`config.mk`:
```
export PLATFORM = sky130hd
export DESIGN_NAME = j1_ram_arbiter_flat
export DESIGN_NICKNAME = d
export VERILOG_FILES = /design/src/rtl/j1_ram_arbiter_if.sv /design/src/rtl/j1_ram_arbiter.sv /design/src/flat_wrapper.sv
export SDC_FILE = /design/constraint.sdc
export NUM_CORES = 1
export LEC_CHECK = 0
export ABC_AREA = 1
export BUFFER_PORTS_ARGS = -buffer_cell sky130_fd_sc_hd__buf_4
export CAP_MARGIN = 15
export CORE_MARGIN = 2
export CORE_UTILIZATION = 40
export CTS_BUF_LIST = sky130_fd_sc_hd__clkbuf_4 sky130_fd_sc_hd__clkbuf_8
export DETAILED_ROUTE_END_ITERATION = 7
export HOLD_SLACK_MARGIN = 0.1
export MAX_ROUTING_LAYER = met4
export PLACE_DENSITY = 0.86
export RECOVER_POWER = 25
export SLEW_MARGIN = 0
export SYNTH_ARGS = -nofsm -noshare
export SYNTH_HDL_FRONTEND = slang
export SYNTH_SLANG_ARGS = --single-unit
```
`constraint.sdc`:
```
create_clock -name clk -period 3.2 [get_ports clk]
set_input_delay 0 -clock clk [delete_from_list [all_inputs] [get_ports clk]]
set_output_delay 0 -clock clk [all_outputs]
set_load 0.01 [all_outputs]
```
`src/rtl/j1_ram_arbiter_if.sv`:
```
// ---------------------------------------------------------------------------
// j1_ram_arbiter_if
//   Bundles the three buses that meet at the j1 RAM arbiter:
//     cpu_*  : CPU RAM port (address, request, write strobe/data, read data,
//              pause back to the CPU)
//     host_* : loader/debugger port (request/ack handshake, read/write,
//              address, data, halt)
//     ram_*  : the single-port RAM (address, write enable/data, sync read data)
//   Modports:
//     slave  : the arbiter's view
//     master : the environment's view (CPU, host and RAM together)
// ---------------------------------------------------------------------------
interface j1_ram_arbiter_if #(
  parameter int AW = 9,
  parameter int DW = 16
);
  logic [AW-1:0] cpu_addr;
  logic          cpu_req;
  logic          cpu_we;
  logic [DW-1:0] cpu_wd;
  logic [DW-1:0] cpu_rd;
  logic          cpu_pause;

  logic          host_req;
  logic          host_we;
  logic [AW-1:0] host_addr;
  logic [DW-1:0] host_wd;
  logic          host_halt;
  logic          host_ack;
  logic [DW-1:0] host_rd;

  logic [AW-1:0] ram_addr;
  logic          ram_we;
  logic [DW-1:0] ram_wd;
  logic [DW-1:0] ram_rd;

  modport slave (
    input  cpu_addr, cpu_req, cpu_we, cpu_wd,
    input  host_req, host_we, host_addr, host_wd, host_halt,
    input  ram_rd,
    output cpu_rd, cpu_pause, host_ack, host_rd,
    output ram_addr, ram_we, ram_wd
  );

  modport master (
    output cpu_addr, cpu_req, cpu_we, cpu_wd,
    output host_req, host_we, host_addr, host_wd, host_halt,
    output ram_rd,
    input  cpu_rd, cpu_pause, host_ack, host_rd,
    input  ram_addr, ram_we, ram_wd
  );
endinterface

```
`src/rtl/j1_ram_arbiter.sv`:
```
// ---------------------------------------------------------------------------
// j1_ram_arbiter
//   Shares the single-port j1 RAM between the CPU and a host port. The CPU
//   owns the RAM by default; a host access takes one RAM cycle (HGRANT) and
//   is acknowledged in the following cycle (HDONE). A pending host request
//   that keeps losing to the CPU is forced through after STARVE_MAX cycles.
//   host_halt keeps the CPU paused so the host gets every slot.
//   Ports:
//     clk    : clock, all state on posedge
//     resetq : asynchronous reset, active low
//     bus    : j1_ram_arbiter_if.slave (CPU, host and RAM buses)
// ---------------------------------------------------------------------------
module j1_ram_arbiter #(
  parameter int AW         = 9,
  parameter int DW         = 16,
  parameter int STARVE_MAX = 4
) (
  input  logic             clk,
  input  logic             resetq,
  j1_ram_arbiter_if.slave  bus
);

  typedef enum logic [1:0] {
    IDLE   = 2'd0,
    HGRANT = 2'd1,
    HDONE  = 2'd2
  } state_e;

  localparam int            SW         = $clog2(STARVE_MAX + 1);
  localparam logic [SW-1:0] STARVE_TOP = SW'(STARVE_MAX);

  state_e        state_q;
  logic [SW-1:0] starve_q;
  logic          ack_q;
  logic          hwe_q;     // direction of the access in flight
  logic [DW-1:0] rd_q;      // last host read data, held between reads

  logic          host_slot;
  logic          host_grant;
  logic [AW-1:0] ram_addr_d;

  assign host_slot  = (state_q == HGRANT);
  assign host_grant = bus.host_req &
                      (bus.host_halt | ~bus.cpu_req | (starve_q == STARVE_TOP));

  // NOTE: all state below uses non-blocking assignments so every register
  // samples the pre-edge values; blocking here would create order-dependent
  // races between the state, counter and data registers.
  always_ff @(posedge clk or negedge resetq) begin
    if (!resetq) begin
      state_q  <= IDLE;
      starve_q <= '0;
      ack_q    <= 1'b0;
      hwe_q    <= 1'b0;
      rd_q     <= '0;
    end else begin
      ack_q <= 1'b0;
      case (state_q)
        IDLE: begin
          if (host_grant) begin
            state_q  <= HGRANT;
            starve_q <= '0;
            hwe_q    <= bus.host_we;
          end else if (bus.host_req && starve_q != STARVE_TOP) begin
            starve_q <= starve_q + SW'(1);
          end
        end
        HGRANT: begin
          state_q <= HDONE;
          ack_q   <= 1'b1;
        end
        HDONE: begin
          // host_req is ignored here; the RAM read data is valid this cycle
          state_q <= IDLE;
          if (!hwe_q) rd_q <= bus.ram_rd;
        end
        default: state_q <= IDLE;
      endcase
    end
  end

  // RAM port steering. Write enables and pause are forced low while reset is
  // asserted so an access interrupted by reset never writes the RAM.
  always_comb begin
    ram_addr_d    = host_slot ? bus.host_addr : bus.cpu_addr;
    bus.ram_addr  = ram_addr_d;
    bus.ram_wd    = host_slot ? bus.host_wd : bus.cpu_wd;
    bus.ram_we    = resetq & (host_slot ? bus.host_we : (bus.cpu_we & bus.cpu_req));
    bus.cpu_pause = resetq & (host_slot | bus.host_halt);
  end

  assign bus.cpu_rd   = bus.ram_rd;
  assign bus.host_ack = ack_q;
  // In HDONE of a read the RAM output is the fresh data; otherwise hold.
  assign bus.host_rd  = (state_q == HDONE && !hwe_q) ? bus.ram_rd : rd_q;

endmodule

```
`src/flat_wrapper.sv`:
```
// flat-port wrapper written by rule: the top's interface ports become plain ports
module j1_ram_arbiter_flat 
#(
  parameter int AW         = 9,
  parameter int DW         = 16,
  parameter int STARVE_MAX = 4
)
  (clk, resetq, bus_cpu_addr, bus_cpu_req, bus_cpu_we, bus_cpu_wd, bus_host_req, bus_host_we, bus_host_addr, bus_host_wd, bus_host_halt, bus_ram_rd, bus_cpu_rd, bus_cpu_pause, bus_host_ack, bus_host_rd, bus_ram_addr, bus_ram_we, bus_ram_wd);
  j1_ram_arbiter_if #(.AW(AW), .DW(DW)) bus_i ();
  input  logic clk;
  input  logic resetq;
  input wire logic [$bits(bus_i.cpu_addr)-1:0] bus_cpu_addr;
  input wire logic [$bits(bus_i.cpu_req)-1:0] bus_cpu_req;
  input wire logic [$bits(bus_i.cpu_we)-1:0] bus_cpu_we;
  input wire logic [$bits(bus_i.cpu_wd)-1:0] bus_cpu_wd;
  input wire logic [$bits(bus_i.host_req)-1:0] bus_host_req;
  input wire logic [$bits(bus_i.host_we)-1:0] bus_host_we;
  input wire logic [$bits(bus_i.host_addr)-1:0] bus_host_addr;
  input wire logic [$bits(bus_i.host_wd)-1:0] bus_host_wd;
  input wire logic [$bits(bus_i.host_halt)-1:0] bus_host_halt;
  input wire logic [$bits(bus_i.ram_rd)-1:0] bus_ram_rd;
  output wire logic [$bits(bus_i.cpu_rd)-1:0] bus_cpu_rd;
  output wire logic [$bits(bus_i.cpu_pause)-1:0] bus_cpu_pause;
  output wire logic [$bits(bus_i.host_ack)-1:0] bus_host_ack;
  output wire logic [$bits(bus_i.host_rd)-1:0] bus_host_rd;
  output wire logic [$bits(bus_i.ram_addr)-1:0] bus_ram_addr;
  output wire logic [$bits(bus_i.ram_we)-1:0] bus_ram_we;
  output wire logic [$bits(bus_i.ram_wd)-1:0] bus_ram_wd;
  assign bus_i.cpu_addr = bus_cpu_addr;
  assign bus_i.cpu_req = bus_cpu_req;
  assign bus_i.cpu_we = bus_cpu_we;
  assign bus_i.cpu_wd = bus_cpu_wd;
  assign bus_i.host_req = bus_host_req;
  assign bus_i.host_we = bus_host_we;
  assign bus_i.host_addr = bus_host_addr;
  assign bus_i.host_wd = bus_host_wd;
  assign bus_i.host_halt = bus_host_halt;
  assign bus_i.ram_rd = bus_ram_rd;
  assign bus_cpu_rd = bus_i.cpu_rd;
  assign bus_cpu_pause = bus_i.cpu_pause;
  assign bus_host_ack = bus_i.host_ack;
  assign bus_host_rd = bus_i.host_rd;
  assign bus_ram_addr = bus_i.ram_addr;
  assign bus_ram_we = bus_i.ram_we;
  assign bus_ram_wd = bus_i.ram_wd;
  j1_ram_arbiter #(.AW(AW), .DW(DW), .STARVE_MAX(STARVE_MAX)) u_core (.clk(clk), .resetq(resetq), .bus(bus_i));
endmodule
```
==> results_dict.tcl <==
set metrics [dict create \
    status "complete, no violations" \
    hp-start "bus_cpu_addr[5]" \
    clkLatencyLatePin_ps 310 \
    drtIter0Drc 85 \
    postSynthCellCount 212 \
    cp-end-kind "output port" \
    grt.overflow.total 0 \
    initial_core_util_pct 42.6 \
    fp.dieW_um 64.3 \
    cts_sinks 23 \
    cts_buffers 3 \
    critPathSlowestCell "nor2_2" \
    grt_max_degree 30 \
    gp_congestion 0.747 \
    grt_usage_pct 24.4 \
    cts_htree_levels 1 \
    ir_worst_vdd_v 0.000301 \
    finalSetupTns_ps 0 \
    die-area_mm2 0.00414 \
    area_growth_pct 76.3 \
    drt-total-wl_um 4840 \
    arrival_ps 2840 \
    clk_path_buf_depth 2 \
    yosysTopAreaCell "dfrtp_1" \
    grt_pass1_vias 1757 \
    clock-root-buffer "clkbuf_4" \
    drc 0 \
    synth_area_leaders "dfrtp_1, nand2_1, buf_4, nand3_1, buf_6" \
    dp_hpwl_um 3550 \
    first_pass_iters 4 \
    ios 133 \
    cpPeakStageDelay_ps 930 \
    path_clk_slew_ps 120 \
    antenna_found_initial 0 \
    synth-simple-area-share_pct 42.1 \
    synth_xor_area_share_pct 0 \
    power_density_mw_per_mm2 486 \
    vias_per_cell 4.46 \
    wire_per_inst_um 12.3 \
    final_cell_mix "buf_4, nand2_1, dlygate4sd3_1, dfrtp_1, nand3_1" \
    min_period_ps 2840 \
    yosysTopAreaCellShare_pct 39.5 \
    holdCritPathClass "in2out" \
    mostFrequentLayoutCell "buf_4" \
    path_cells "inv_1, nor2_2, inv_2, o21ai_0, nor2_1, buf_4" \
    worstReg2RegStart "u_core.starve_q[0]$_DFFE_PN0P_" \
    post-route-period-util_pct 88.8 \
    cp_num_buf_inv 3 \
    muxShareOfSynthArea_pct 0 \
    relSlewSlack_pct 15.3 \
    antennaDiodeCount 0 \
    ys_seq_area_share_pct 39.5 \
    tightest_slew_ps 1270 \
    critPathLaunchType "flop" \
    grt_pass1_wl_um 7790 \
    synth-compound-area-share_pct 1.20 \
    cts_tree "done" \
    synth_seq_cells 23 \
    multi_input_area_um2 656 \
    cap_violations 0 \
    p_leak_nw 1.52 \
    die_h_um 64.3 \
    netlist_area_mm2 0.00146 \
    portBuffers 132 \
    setup_viol 0 \
    synth_top_family_by_area "simple AND/OR/NAND/NOR gates" \
    rsz0062_at_grt "false" \
    finClkSkew_ps 4.30 \
    num_vias 1749 \
    synth_nets 287 \
    rows 21 \
    place_ws_ps 770 \
    finalHoldViolCount 0 \
    path_max_fanout 29 \
    criticalPathCategory "reg2out" \
    drv_slew 0 \
    nNetsFinal 422 \
    startpoint "u_core.state_q[0]$_DFFE_PN0P_" \
    drtAntennaViolNets 0 \
    fmax_mhz 352 \
    syn_area_per_cell_um2 6.87 \
    required_ps 3200 \
    yosysWarnings 0 \
    cts_resized 0 \
    synthAdderAreaFrac_pct 1.72 \
    seqCellArea_um2 576 \
    drive_gt1_share_pct 40.5 \
    yosysUniqueCellTypes 16 \
    core_mm2 0.00342 \
    cp_top_family "simple AND/OR/NAND/NOR gates" \
    setup_slack_ps 359 \
    fillers 285 \
]
[flip-flops by register name, indices dropped and copies added (netlist names)]
signal               flops
u_core.rd_q             16
u_core.starve_q          3
u_core.state_q           2
u_core.bus.host_ack      1
u_core.hwe_q             1
[metal layers]
layer  part of all wire, %  up-vias  wire, um  global-route usage (%)
met2                    55       57      2660                    45.6
met1                    38      780      1840                    26.0
met3                   4.8       10       233                    4.93
li1                      -      902         -                       -
met4                   2.1        0       102                    6.38
met5                     0        -         0                       -
[worst min-delay path, cell delays in order]
cell     delay (ps)
buf_4            80
nand2_1          40
nand2_1          50
buf_4           110
[kinds of logic after synthesis]
kind of cell / Yosys count
buffers and inverters: 34
AND/OR/NAND/NOR: 150
adder cells (fa/ha/maj): 2
AO/OA/AOI/OAI: 3
flip-flops: 23
[cells in the mapped netlist, drive strengths merged]
cell type	count
nand3	19
nand2	122
o21a	1
nor2	9
ha	2
o21ai	1
buf	25
dfrtp	23
a21oi	1
inv	9
[per-stage QoR]
stage,power (mW),hold WS (ps),instance area (um2),utilization [%],cells
2_1_floorplan,0.761,-296,1460,-,212
3_3_place_gp,1.08,-87.1,2310,67.7,365
3_5_place_dp,1.10,-87.9,2310,67.7,365
4_1_cts,1.26,103,2570,75.3,392
5_1_grt,1.35,286,2570,75.2,392
6_report,1.25,272,2570,75.2,392
[where the power goes]
part | internal, mW | switching (mW) | total, mW
logic | 0.338 | 0.341 | 0.679
clock network | 0.0467 | 0.0832 | 0.130
registers | 0.401 | 0.0387 | 0.440
[area by class of cell]
type                    instances  share of cell area, %
clock buffers                   3                  0.877
clock inverters                 1                  0.195
inverters                       9                   1.32
multi-input cells             155                   25.5
flip-flops and latches         23                   22.4
well taps                      46                   2.24
repair buffers                155                   47.4
[final timing paths]
check                                                  to  slack (ps)  depth (start not counted)
max                                            bus_ram_we         360                          6
min                                       bus_ram_addr[5]         270                          4
max reg2reg                u_core.starve_q[0]$_DFFE_PN0P_         970                          9
min reg2reg                    u_core.rd_q[1]$_DFFE_PN0P_         480                          2
max in group asynchronous  u_core.starve_q[2]$_DFFE_PN0P_        1970                          2
min in group asynchronous     u_core.rd_q[13]$_DFFE_PN0P_         480                          2
[repair_timing]
action                                 CTS  global route
endpoints found under the hold margin   44             0
setup buffers                            0             0
hold buffers                            23             0
setup endpoints to repair                0             0
Power figures use the tool's default switching activity.
